$ cat src/rtl/cart_mem_arb.sv
// Cartridge-memory arbiter: shares one memory port between the cartridge bus
// controller (port 0, fixed priority) and the loader/save-state engine (port 1).
// One transaction is in flight at a time. A starvation counter forces port 1
// after STARVE_MAX consecutive port-0 grants made while port 1 was waiting.
module cart_mem_arb #(
  parameter int unsigned STARVE_MAX = 8
) (
  input  logic        CLK,
  input  logic        RST_N,
  input  logic        EN,
  input  logic [21:1] P0_A,
  input  logic [15:0] P0_DO,
  input  logic [1:0]  P0_WE,
  input  logic        P0_RD,
  output logic [15:0] P0_DI,
  output logic        P0_RDY,
  input  logic [21:1] P1_A,
  input  logic [15:0] P1_DO,
  input  logic [1:0]  P1_WE,
  input  logic        P1_RD,
  output logic [15:0] P1_DI,
  output logic        P1_RDY,
  output logic [21:1] MEM_A,
  output logic [15:0] MEM_DO,
  output logic [1:0]  MEM_WE,
  output logic        MEM_RD,
  input  logic [15:0] MEM_DI,
  input  logic        MEM_RDY
);

  typedef enum logic [1:0] {IDLE, BUSY, DONE} state_t;

  localparam logic [7:0] STARVE_LIM = 8'(STARVE_MAX);

  state_t      state, state_nxt;
  logic        owner;
  logic [7:0]  starve;
  logic        req0, req1;
  logic        grant, grant_p1;
  logic [21:1] sel_a;
  logic [15:0] sel_do;
  logic [1:0]  sel_we;
  logic        sel_rd;

  // Request decode and winner selection for the IDLE grant decision
  always_comb begin
    req0     = P0_RD | (|P0_WE);
    req1     = P1_RD | (|P1_WE);
    grant_p1 = req1 & (~req0 | (starve == STARVE_LIM));
    grant    = (state == IDLE) & EN & (req0 | req1);
    sel_a    = grant_p1 ? P1_A  : P0_A;
    sel_do   = grant_p1 ? P1_DO : P0_DO;
    sel_we   = grant_p1 ? P1_WE : P0_WE;
    sel_rd   = grant_p1 ? P1_RD : P0_RD;
  end

  // State register
  always_ff @(posedge CLK or negedge RST_N) begin
    if (!RST_N) state <= IDLE;
    else        state <= state_nxt;
  end

  // Next-state logic: DONE always lasts exactly one cycle and never samples requests
  always_comb begin
    state_nxt = state;
    case (state)
      IDLE:    if (grant)   state_nxt = BUSY;
      BUSY:    if (MEM_RDY) state_nxt = DONE;
      DONE:    state_nxt = IDLE;
      default: state_nxt = IDLE;
    endcase
  end

  // Memory-side strobes, owner tracking and per-port completion/read data
  always_ff @(posedge CLK or negedge RST_N) begin
    if (!RST_N) begin
      owner  <= 1'b0;
      MEM_A  <= '0;
      MEM_DO <= '0;
      MEM_WE <= '0;
      MEM_RD <= 1'b0;
      P0_DI  <= '0;
      P1_DI  <= '0;
      P0_RDY <= 1'b0;
      P1_RDY <= 1'b0;
    end else begin
      case (state)
        IDLE: if (grant) begin
          owner  <= grant_p1;
          MEM_A  <= sel_a;
          MEM_DO <= sel_do;
          MEM_WE <= sel_we;
          MEM_RD <= sel_rd & ~(|sel_we);
        end
        BUSY: if (MEM_RDY) begin
          MEM_WE <= '0;
          MEM_RD <= 1'b0;
          // MEM_WE still holds the granted strobes here, so it tells read from write
          if (owner) begin
            P1_RDY <= 1'b1;
            if (MEM_WE == 2'b00) P1_DI <= MEM_DI;
          end else begin
            P0_RDY <= 1'b1;
            if (MEM_WE == 2'b00) P0_DI <= MEM_DI;
          end
        end
        DONE: begin
          P0_RDY <= 1'b0;
          P1_RDY <= 1'b0;
        end
        default: ;
      endcase
    end
  end

  // Starvation counter: counts port-0 grants made while port 1 waits
  always_ff @(posedge CLK or negedge RST_N) begin
    if (!RST_N) begin
      starve <= '0;
    end else if (state == IDLE) begin
      if (!req1)
        starve <= '0;
      else if (grant && grant_p1)
        starve <= '0;
      else if (grant && starve != STARVE_LIM)
        starve <= starve + 8'd1;
    end
  end

endmodule

$ cat config.mk
export PLATFORM = sky130hd
export DESIGN_NAME = cart_mem_arb
export DESIGN_NICKNAME = d
export VERILOG_FILES = /design/src/rtl/cart_mem_arb.sv
export SDC_FILE = /design/constraint.sdc
export NUM_CORES = 1
export LEC_CHECK = 0
export CORE_MARGIN = 4
export CORE_UTILIZATION = 40
export DETAILED_ROUTE_END_ITERATION = 10
export PLACE_DENSITY = 0.83
export REMOVE_ABC_BUFFERS = 1
export SLEW_MARGIN = 20
export SYNTH_ARGS = -nofsm -noshare
export SYNTH_HDL_FRONTEND = slang
export SYNTH_SLANG_ARGS = --single-unit
export TNS_END_PERCENT = 30
$ cat constraint.sdc
create_clock -name CLK -period 2.2 [get_ports CLK]
set_input_delay 0.66 -clock CLK [delete_from_list [all_inputs] [get_ports CLK]]
set_output_delay 0.66 -clock CLK [all_outputs]
set_load 0.02 [all_outputs]
; ---- After elaboration in Yosys (flattened, before gate mapping)
; Index checks and enable logic that the tools add are counted.
[classes]
addsub = 1
multipliers = 0
div_mod_pow = 0
magnitude_cmp = 0
n_eq_ne = 9
shifts = 0
muxes = 22
bitwise = 11
n_reduce_logical = 17
[ops]
columns = op, n
row1 = 8-bit two-way mux, 3
row2 = 21-bit two-way mux, 1
row3 = 16-bit two-way mux, 1
row4 = 2-bit two-way mux, 5
row5 = 3-bit AND reduction, 3
row6 = 8-bit by 1-bit adder with 8-bit output (second input constant), 1
row7 = 8-bit by 4-bit == test with 1-bit output (second input constant), 1
row8 = 2-bit != test (second input constant), 4
row9 = 8-bit by 4-bit != test with 1-bit output (second input constant), 1
row10 = 2-bit one-hot mux with 2 select lines, 2
row11 = 4-bit AND reduction, 2
row12 = 1-bit two-way mux, 7
row13 = 1-bit one-hot mux with 2 select lines, 3
row14 = 2-bit AND reduction, 3
row15 = 2-bit OR reduction, 3
row16 = 1-bit AND, 4
row17 = 2-bit zero test, 2
row18 = 1-bit OR, 4
row19 = 2-bit nonzero test, 2
row20 = 3-bit by 1-bit != test with 1-bit output (second input constant), 1
row21 = 1-bit NOT, 3
row22 = 2-bit by 1-bit == test with 1-bit output (second input constant), 1
row23 = 2-bit == test (second input constant), 1
row24 = 1-bit logical AND, 2
[totals]
ff_bits = 85
latch_bits = 0
ramBits = 0
romBits = 0
input_bits = 100
mem_count = 0

; ---- Longest topological paths before layout
; Gate-level depths: netlist of the first run.
[depth]
word_depth = 11
mapped_depth = 8
mapped_depth_nobuf = 6

; ---- Worst setup path after synthesis of the first run
; OpenSTA, ideal clock, no wires.
[synth_path]
path_kind = input to register
startpoint = input port P1_RD
endpoint = register starve[0]
setup_time_ns = 0.125
t_arrival_ns = 1.818
t_required_ns = 2.075
path_slack_ns = 0.258
cell_stages = 5
path_buffers = 2
path_cell_list = nor3_2 clkbuf_1 clkbuf_1 nor3_1 mux2_2
[synth_between]
elab_chain_len = 6
[synth_rtl]
columns = element, line
row1 = start: declaration, 20  ; input logic P1_RD,
row2 = 1-bit OR *, 48  ; req1 = P1_RD | (|P1_WE);
row3 = 1-bit OR, 50  ; grant = (state == IDLE) & EN & (req0 | req1);
row4 = 1-bit AND, 50
row5 = "1-bit logical AND, on equally long branches", "123, 125"
row6 = 3-bit by 1-bit != test with 1-bit output (no source line) / 8-bit two-way mux (equally long branches), n/a
row7 = 2-bit AND reduction (no source line) / 8-bit two-way mux (equally long branches), n/a
row8 = end signal: assignment, 126  ; starve <= starve + 8'd1;
row9 = end: declaration, 37  ; logic [7:0] starve;
; Every way passes the cells marked *; elsewhere a longest branch is shown, timed or not.
; A chain may end at the register's enable or synchronous reset.

; ---- Worst setup path after layout of the first run
[layout_path]
startpoint = input port EN
endpoint = register MEM_A[16] (netlist name)
[layout_between]
elab_chain_len = 3
[layout_rtl]
columns = element, line
row1 = start: declaration, 10  ; input logic EN,
row2 = 1-bit AND (2 in series), 50
row3 = 2-bit AND reduction (no source line), n/a
row4 = end signal: assignment, 90  ; MEM_A <= sel_a;
row5 = end: declaration, 23  ; output logic [21:1] MEM_A,
; No other way between the ends.

==> flow_summary.yaml, run 1 <==
sta:
  period_share: 0.931
  fmax_mhz: 488
  final_hold_viol_count: 0
  tightest_slew_ns: 0.454
  rsz0062_at_grt: "no"
  fin_crit_ns: 2.05
  finClkSkew_ns: 0.0200
  finalSetupViolations: 0
  drv_slew: 0
  slew_headroom: 0.694
  tns_ns: 0
worst_setup_path:
  critPathLaunchType: "input port"
  regToRegSetupSlack_ns: 0.24
  cp_max_fo: 68
  rr_worst_depth: 5
  crit_path_end_kind: "flop"
  crit_start: "EN"
  critPathRequiredTime_ns: 2.47
  r2r-end: "MEM_A[16]"
  worstReg2RegStart: "starve[4]"
  arrival_ns: 2.32
  endpoint: "MEM_A[16]"
  critPathKind: "in -> reg"
cells_and_area:
  layout_commonest_cell: "clkdlybuf4s50_1"
  antenna_cells: 0
  utilization: 0.660
  area_growth_pct: 58.3
  nNetsFinal: 654
  most-common-layout-cells: "clkdlybuf4s50_1, dfrtp_1, o21ai_0"
  layout-drive-gt1-share: 0.147
floorplan:
  dieArea_sq_mm: 0.0114
  core-area_sq_mm: 0.00937
  ios: 174
  die_y_um: 107
  rows: 35
  dieWidth_um: 107
  start_util: 0.417
clock_tree:
  cts-resized-gates: 0
  cts.clk_slew.worst_paths_ns: 0.11
  cts_hold_buf: 0
  cts_buffers: 9
  cts_sinks: 85
  htree_levels: 3
  cts-root-buf: "clkbuf_8"
  cts_tree: "done"
  postCtsSetupBuffers: 0
  insertion_delay_ns: 0.37
  ctsLongestPathBuffers: 2
synth:
  synth-edff-count: 0
  synth_cells: 370
  synth_top_family_by_area: "compound AO/OA/AOI/OAI gates"
  synth_area_leaders: "dfrtp_1, mux2_2, a31oi_1"
  yosys.area_share.simple: 0.128
  synthAdderAreaFrac: 0.00640
  synth_ff_type: "dfrtp_1"
  synth.avg_cell_area_sq_um: 10.6
  yosysWarningCount: 0
  yosysSeqAreaShare: 0.544
  synth_cell_type_count: 46
  synthArstFlopShare: 1.00
  synth_area_sq_mm: 0.00391
  synth_xor_area_frac: 0.00897
  synth-compound-area-share: 0.174
  yosysTopAreaCellShare: 0.544
  synth_mux_area_frac: 0.0951
  yosys.area.top_type: "dfrtp_1"
  ys_ff_latch: 85
detailed_routing:
  routedWlPerCell_um: 17.4
  dr_total_vias: 3647
  dr.pass1.iters: 5
  ant_nets: 0
  drc: 0
  drt_iter0_drc: 189
  drt-total-wl_mm: 12.0
  vias_per_cell: 5.32
run:
  cap_violations: 0
worst_hold_path:
  hold_class: "in -> async"
placement:
  hpwl_mm: 8.84
  place.gp.congestion: 0.797
  port_buffers: 173
grt:
  antenna_found_initial: 0
  grt_first_pass_wirelength_mm: 19.1
  grt_usage: 0.209
  grt_max_degree: 86
  grt-ovfl-total: 0
  grt_pass1_vias: 3758
power_and_ir_drop:
  power.switching_mw: 2.82
  p_clk_frac: 0.150
  p_seq_frac: 0.360
  p_int_mw: 4.48
  p_sw_frac: 0.386
  comb_power_share: 0.490
  peakVddDrop_uv: 603
  total_leakage_power_nw: 2.54
  powerDensity_mw_per_mm2: 1180
outcome:
  status: "finished clean"
[worst max-delay path: stages]
cell and delay (ns):
clkdlybuf4s50_1 0.48, or3b_1 0.41, a21oi_4 0.17, buf_12 0.26, nor2_1 0.10, a31oi_1 0.18
[flip-flops by register name, indices dropped and copies added (netlist names)]
signal and count:
MEM_A 21, MEM_DO 16, P0_DI 16, P1_DI 16, starve 8, MEM_WE 2, state 2, MEM_RD 1
P0_RDY 1, P1_RDY 1, owner 1
[cell usage after synthesis (2+ instances only)]
cell type,count
dfrtp_1,85
o21ai_0,41
nor2_1,39
nand3_1,38
a31oi_1,37
mux2_2,29
clkbuf_1,14
buf_2,9
inv_1,9
nand2_1,7
a21oi_1,6
mux2_1,4
o31ai_1,4
xor2_1,4
buf_4,3
nor3_1,3
o2111ai_1,3
a22o_1,2
a22oi_1,2
ha_1,2
nand3b_1,2
o211ai_1,2
or4_1,2
[layout make-up]
class,count,area [sq um]
clock buffers,9,124
clock inverters,7,73.8
fillers,731,3180
inverters,9,33.8
multi-input cells,248,1630
flip-flops and latches,85,2130
well taps,129,161
repair buffers,199,2040
[power groups by stage]
stage	Sequential (mW)	Clock [mW]	Combinational [mW]
6_report	2.63	1.09	3.58
5_1_grt	2.72	1.20	3.80
4_1_cts	2.63	1.13	3.62
3_5_place_dp	2.67	0	3.61
3_3_place_gp	2.62	0	3.53
2_1_floorplan	3.39	0	0.925
[how the worst min path moves through the flow]
stage                          from   endpoint  slack [ns]  cells past startpoint
final                         RST_N   P1_DI[6]        0.30                      2
after global routing          RST_N  P1_DI[12]        0.33                      2
after CTS                     RST_N   P1_DI[6]        0.32                      2
after detailed placement  P0_DI[15]  P0_DI[15]        0.49                      1
after global placement     P0_DI[0]   P0_DI[0]        0.47                      1
after floorplan               RST_N  MEM_A[10]        0.36                      0
[layer usage]
metal  vias up  GRT usage  routed length, um
li1       1716          -                  -
met1      1773      0.260               4960
met2       136      0.357               5990
met3        22     0.0506                691
met4         0     0.0703                312
met5         -          0                  0
[through the flow]
step | setup slack, ns | instances | instance area [sq um] | power, mW | hold slack (ns)
3_5_place_dp | -0.162 | 670 | 5980 | 6.28 | 0.487
2_1_floorplan | -1.20 | 342 | 3770 | 4.31 | 0.364
3_3_place_gp | -0.106 | 670 | 5980 | 6.15 | 0.468
5_1_grt | 0.0366 | 686 | 6190 | 7.72 | 0.325
4_1_cts | 0.0457 | 686 | 6180 | 7.38 | 0.317
6_report | 0.151 | 686 | 6190 | 7.30 | 0.301
[logic make-up after synthesis]
| group | count (synthesis) |
|---|---|
| buf+inv | 37 |
| mux | 33 |
| compound gates | 108 |
| xor+xnor | 4 |
| flops | 85 |
| fa+ha+maj | 2 |
| simple gates | 101 |
No activity file was read; power rests on OpenSTA's default activity.
==> run 2, diff against run 1 <==
PLACE_DENSITY = unset   (was 0.83)
PLACE_DENSITY_LB_ADDON = 0.1   (was unset)
clock period = 1.9 ns   (was 2.2 ns; I/O delays follow)
==> flow_summary.yaml, run 2 (same netlist as run 1, synthesis figures left out) <==
floorplan:
  rows: 35
  ios: 174
  start_util: 0.417
  dieArea_sq_mm: 0.0114
  dieWidth_um: 107
  core-area_sq_mm: 0.00937
  die_y_um: 107
worst_setup_path:
  arrival_ns: 1.28
  crit_path_end_kind: "primary output"
  critPathBufInv: 1
  cpPeakStageDelay_ns: 0.60
  r2r-end: "MEM_A[1]"
  path_cells: "clkdlybuf4s50_1"
  critPathLaunchType: "flop"
  critPathRequiredTime_ns: 1.33
  crit_family: "buffers and inverters"
  regToRegSetupSlack_ns: 0.06
  worstReg2RegStart: "starve[5]"
  rr_worst_depth: 5
  critPathKind: "reg -> out"
  cpMaxStageDelayCell: "clkdlybuf4s50_1"
  cp_max_fo: 2
detailed_routing:
  dr_total_vias: 3679
  vias_per_cell: 5.26
  drc: 0
  ant_nets: 0
  routedWlPerCell_um: 17.4
  dr.pass1.iters: 4
  drt-total-wl_mm: 12.2
  drt_iter0_drc: 166
grt:
  gr-max-usage-layer: "met2"
  use_met2: 0.344
  grt_usage: 0.199
  grt_pass1_vias: 3596
  grt_first_pass_wirelength_mm: 18.3
  antenna_found_initial: 0
  met1_usage: 0.257
  grt_util_met3: 0.0325
  grt-ovfl-total: 0
  grt_max_degree: 50
clock_tree:
  cts_hold_buf: 0
  cts.clk_slew.worst_paths_ns: 0.10
  cts_buffers: 9
  cts_sinks: 85
  cts_tree: "done"
  htree_levels: 3
  insertion_delay_ns: 0.35
  cts-root-buf: "clkbuf_8"
  ctsLongestPathBuffers: 2
run:
  cap_violations: 0
sta:
  period_share: 0.974
  fin_crit_ns: 1.85
  fmax_mhz: 540
  final_hold_viol_count: 0
  finClkSkew_ns: 0.0157
  finalSetupViolations: 0
  drv_slew: 0
  slew_headroom: 0.741
  tns_ns: 0
  tightest_slew_ns: 0.389
cells_and_area:
  area_growth_pct: 63.4
  most-common-layout-cells: "clkdlybuf4s50_1, dfrtp_1, dlygate4sd2_1"
  regMostFlops: "MEM_A"
  antenna_cells: 0
  largest_register_ffs: 21
  nNetsFinal: 668
  utilization: 0.681
  layout_commonest_cell: "clkdlybuf4s50_1"
  layout-drive-gt1-share: 0.172
worst_hold_path:
  hold_class: "in -> async"
placement:
  place.gp.congestion: 0.814
  port_buffers: 173
  hpwl_mm: 8.41
power_and_ir_drop:
  powerDensity_mw_per_mm2: 1290
  peakVddDrop_uv: 627
  total_leakage_power_nw: 2.92
outcome:
  status: "finished clean"
[run 2: timing repair]
item,CTS,global route
gates resized for setup,50,40
setup buffers,0,4
gates cloned,0,4
endpoints found under the setup margin,50,71
pin swaps,0,2
[run 2: worst max path at each step]
stage,from,end,slack [ns],depth (start not counted)
finish,P1_DI[13],P1_DI[13],0.05,1
global route,P0_WE[1],MEM_DO[14],-0.02,7
CTS,MEM_A[11],MEM_A[11],0.0002,1
detailed placement,P0_WE[1],MEM_DO[7],-0.36,6
global placement,EN,MEM_A[3],-0.33,6
floorplan,P1_RD,MEM_A[10],-1.41,4
[run 2: layout make-up]
cell class / instances / area (sq um)
multi-input combinational: 248 / 1650
clock buffer: 9 / 124
timing repair buffer: 213 / 2210
tap: 129 / 161
clock inverter: 7 / 78.8
fill: 752 / 2990
sequential: 85 / 2130
inverter: 9 / 33.8
[run 2: metrics by stage]
step	power, mW	area (sq um)	hold WS, ns	std cells	setup slack, ns
final	8.24	6380	0.133	700	0.0497
after global placement	7.12	6000	0.471	676	-0.326
after detailed placement	7.23	6000	0.479	676	-0.362
after floorplan	4.99	3770	0.274	342	-1.41
after CTS	8.20	6140	0.134	692	0.000165
after global routing	8.71	6380	0.148	700	-0.0245
[run 2: per-layer routing]
metal	part of all wire	routed length [um]
met2	0.50	6080
met3	0.052	629
met5	0	0
met4	0.011	130
met1	0.44	5320
[run 2: where the power goes]
| group | total [mW] | internal (mW) | switching [mW] |
|---|---|---|---|
| Combinational | 3.90 | 1.83 | 2.07 |
| Clock | 1.33 | 0.628 | 0.706 |
| Sequential | 3.01 | 2.57 | 0.443 |
| Total | 8.24 | 5.02 | 3.22 |
==> run 3, diff against run 2 <==
ABC_AREA = 1   (was unset)
CAP_MARGIN = 20   (was unset)
==> flow_summary.yaml, run 3 <==
placement:
  hpwl_mm: 8.35
  port_buffers: 173
  place.gp.congestion: 0.805
worst_setup_path:
  path_cells: "clkdlybuf4s50_1"
  arrival_ns: 1.29
  crit_start: "P0_DI[10]"
  cp_max_fo: 2
  r2r-end: "MEM_RD"
  worstReg2RegStart: "starve[0]"
  rr_worst_depth: 10
  crit_family: "buffers and inverters"
  crit_path_end_kind: "primary output"
  cpMaxStageDelayCell: "clkdlybuf4s50_1"
  critPathKind: "reg -> out"
  critPathLaunchType: "flop"
  critPathBufInv: 1
  regToRegSetupSlack_ns: 0.21
  critPathRequiredTime_ns: 1.33
  cpPeakStageDelay_ns: 0.60
detailed_routing:
  dr_total_vias: 3852
  drt_iter0_drc: 220
  drt-total-wl_mm: 10.9
  ant_nets: 0
  dr.pass1.iters: 6
  routedWlPerCell_um: 13.0
  drc: 0
  vias_per_cell: 4.59
floorplan:
  ios: 174
  dieArea_sq_mm: 0.0116
  rows: 36
  dieWidth_um: 108
  core-area_sq_mm: 0.00973
  start_util: 0.408
  die_y_um: 108
clock_tree:
  cts.clk_slew.worst_paths_ns: 0.09
  ctsLongestPathBuffers: 2
  cts_tree: "done"
  cts_sinks: 85
  insertion_delay_ns: 0.35
  cts-root-buf: "clkbuf_8"
  htree_levels: 3
  cts_buffers: 9
power_and_ir_drop:
  comb_power_share: 0.458
  total_leakage_power_nw: 3.36
  power.switching_mw: 3.42
  p_sw_frac: 0.410
  p_clk_frac: 0.173
  peakVddDrop_uv: 643
  p_int_mw: 4.92
  powerDensity_mw_per_mm2: 1350
  p_seq_frac: 0.369
  finalPower_mw: 8.35
cells_and_area:
  nFillCells: 897
  largest_register_ffs: 21
  area_growth_pct: 55.3
  layout_commonest_cell: "nand2_1"
  nNetsFinal: 803
  antenna_cells: 0
  regMostFlops: "MEM_A"
  most-common-layout-cells: "nand2_1, clkdlybuf4s50_1, dfrtp_1"
  layout-drive-gt1-share: 0.0666
sta:
  finClkSkew_ns: 0.0127
  fmax_mhz: 539
  tns_ns: 0
  drv_slew: 0
  slew_headroom: 0.764
  fin_crit_ns: 1.86
  tightest_slew_ns: 0.354
  final_hold_viol_count: 0
  period_share: 0.976
  finalSetupViolations: 0
  rsz0062_at_grt: "yes"
outcome:
  status: "finished clean"
worst_hold_path:
  hold_class: "in -> async"
synth:
  yosysWarningCount: 0
  synthTopCellsByCount: "nand2_1, dfrtp_1, inv_1"
  synth_ff_type: "dfrtp_1"
  synth-edff-count: 0
  synthArstFlopShare: 1.00
  synth_cell_type_count: 20
  ys_ff_latch: 85
  yosys.cell_count.top_type: "nand2_1"
  synth.avg_cell_area_sq_um: 7.69
  yosysTopAreaCellShare: 0.535
  synth_area_sq_mm: 0.00397
  yosysSeqAreaShare: 0.535
  synth_area_leaders: "dfrtp_1, nand2_1, inv_1"
  yosys.area.top_type: "dfrtp_1"
  synth_cells: 517
grt:
  grt_first_pass_wirelength_mm: 17.7
  grt_pass1_vias: 3763
  grt_usage: 0.191
  grt-ovfl-total: 0
  antenna_found_initial: 0
  grt_max_degree: 47
run:
  cap_violations: 0
## run 3: stage by stage
step                hold slack, ns   util  area [sq um]  std cells  worst slack, ns
floorplan                    0.274      -          3840        493           -0.673
global placement             0.466  0.617          6000        823           -0.129
detailed placement           0.473  0.617          6000        823           -0.195
CTS                          0.113  0.632          6150        839       0.00000711
global route                 0.124  0.634          6170        839         -0.00560
finish                       0.118  0.634          6170        839           0.0448
## run 3: worst max-delay path by stage
stage | end | depth (start not counted)
finish | P0_DI[10] | 1
global route | MEM_DO[15] | 7
CTS | MEM_DO[4] | 1
detailed placement | MEM_DO[14] | 7
global placement | MEM_A[4] | 7
floorplan | MEM_WE[1] | 7
## run 3: kinds of logic after synthesis
group | synth area share
XOR/XNOR | 0.00220
flip-flops | 0.535
AND/OR/NAND/NOR | 0.240
AO/OA/AOI/OAI | 0.115
buffers and inverters | 0.101
adder cells (fa/ha/maj) | 0.00630
## run 3: power groups by stage
stage | clock (mW) | sequential [mW] | combinational [mW]
after floorplan | 0 | 4.03 | 1.11
after global placement | 0 | 3.11 | 4.28
after detailed placement | 0 | 3.13 | 4.36
after CTS | 1.48 | 3.09 | 3.90
after global routing | 1.56 | 3.20 | 4.22
final | 1.44 | 3.08 | 3.82
## run 3: layout make-up
| cell class | instances | area (sq um) | area share |
|---|---|---|---|
| clock buffers | 9 | 124 | 0.0201 |
| clock inverters | 7 | 103 | 0.0166 |
| inverters | 72 | 270 | 0.0438 |
| multi-input cells | 336 | 1440 | 0.234 |
| flip-flops and latches | 85 | 2130 | 0.345 |
| well taps | 133 | 166 | 0.0270 |
| repair buffers | 197 | 1940 | 0.314 |
## run 3: worst reg2reg max path: stages, from the launching register on
cell	delay, ns
dfrtp_1	0.44
inv_1	0.12
ha_1	0.16
nand3_1	0.10
o21ai_2	0.20
nand2_2	0.13
buf_12	0.20
nand2_1	0.07
nand2_1	0.06
nand3_1	0.06
nand2_1	0.05
## run 3: metal layers
metal | share of wire | track usage
met3 | 0.086 | 0.0570
met4 | 0.015 | 0.0649
met2 | 0.48 | 0.316
met1 | 0.41 | 0.239
met5 | 0 | 0
## run 3: repair_timing
item                                    4_1_cts  5_1_grt
setup buffers                                 0        0
hold buffers                                  0        0
endpoints found under the setup margin       65        9
resized for setup                            65        8
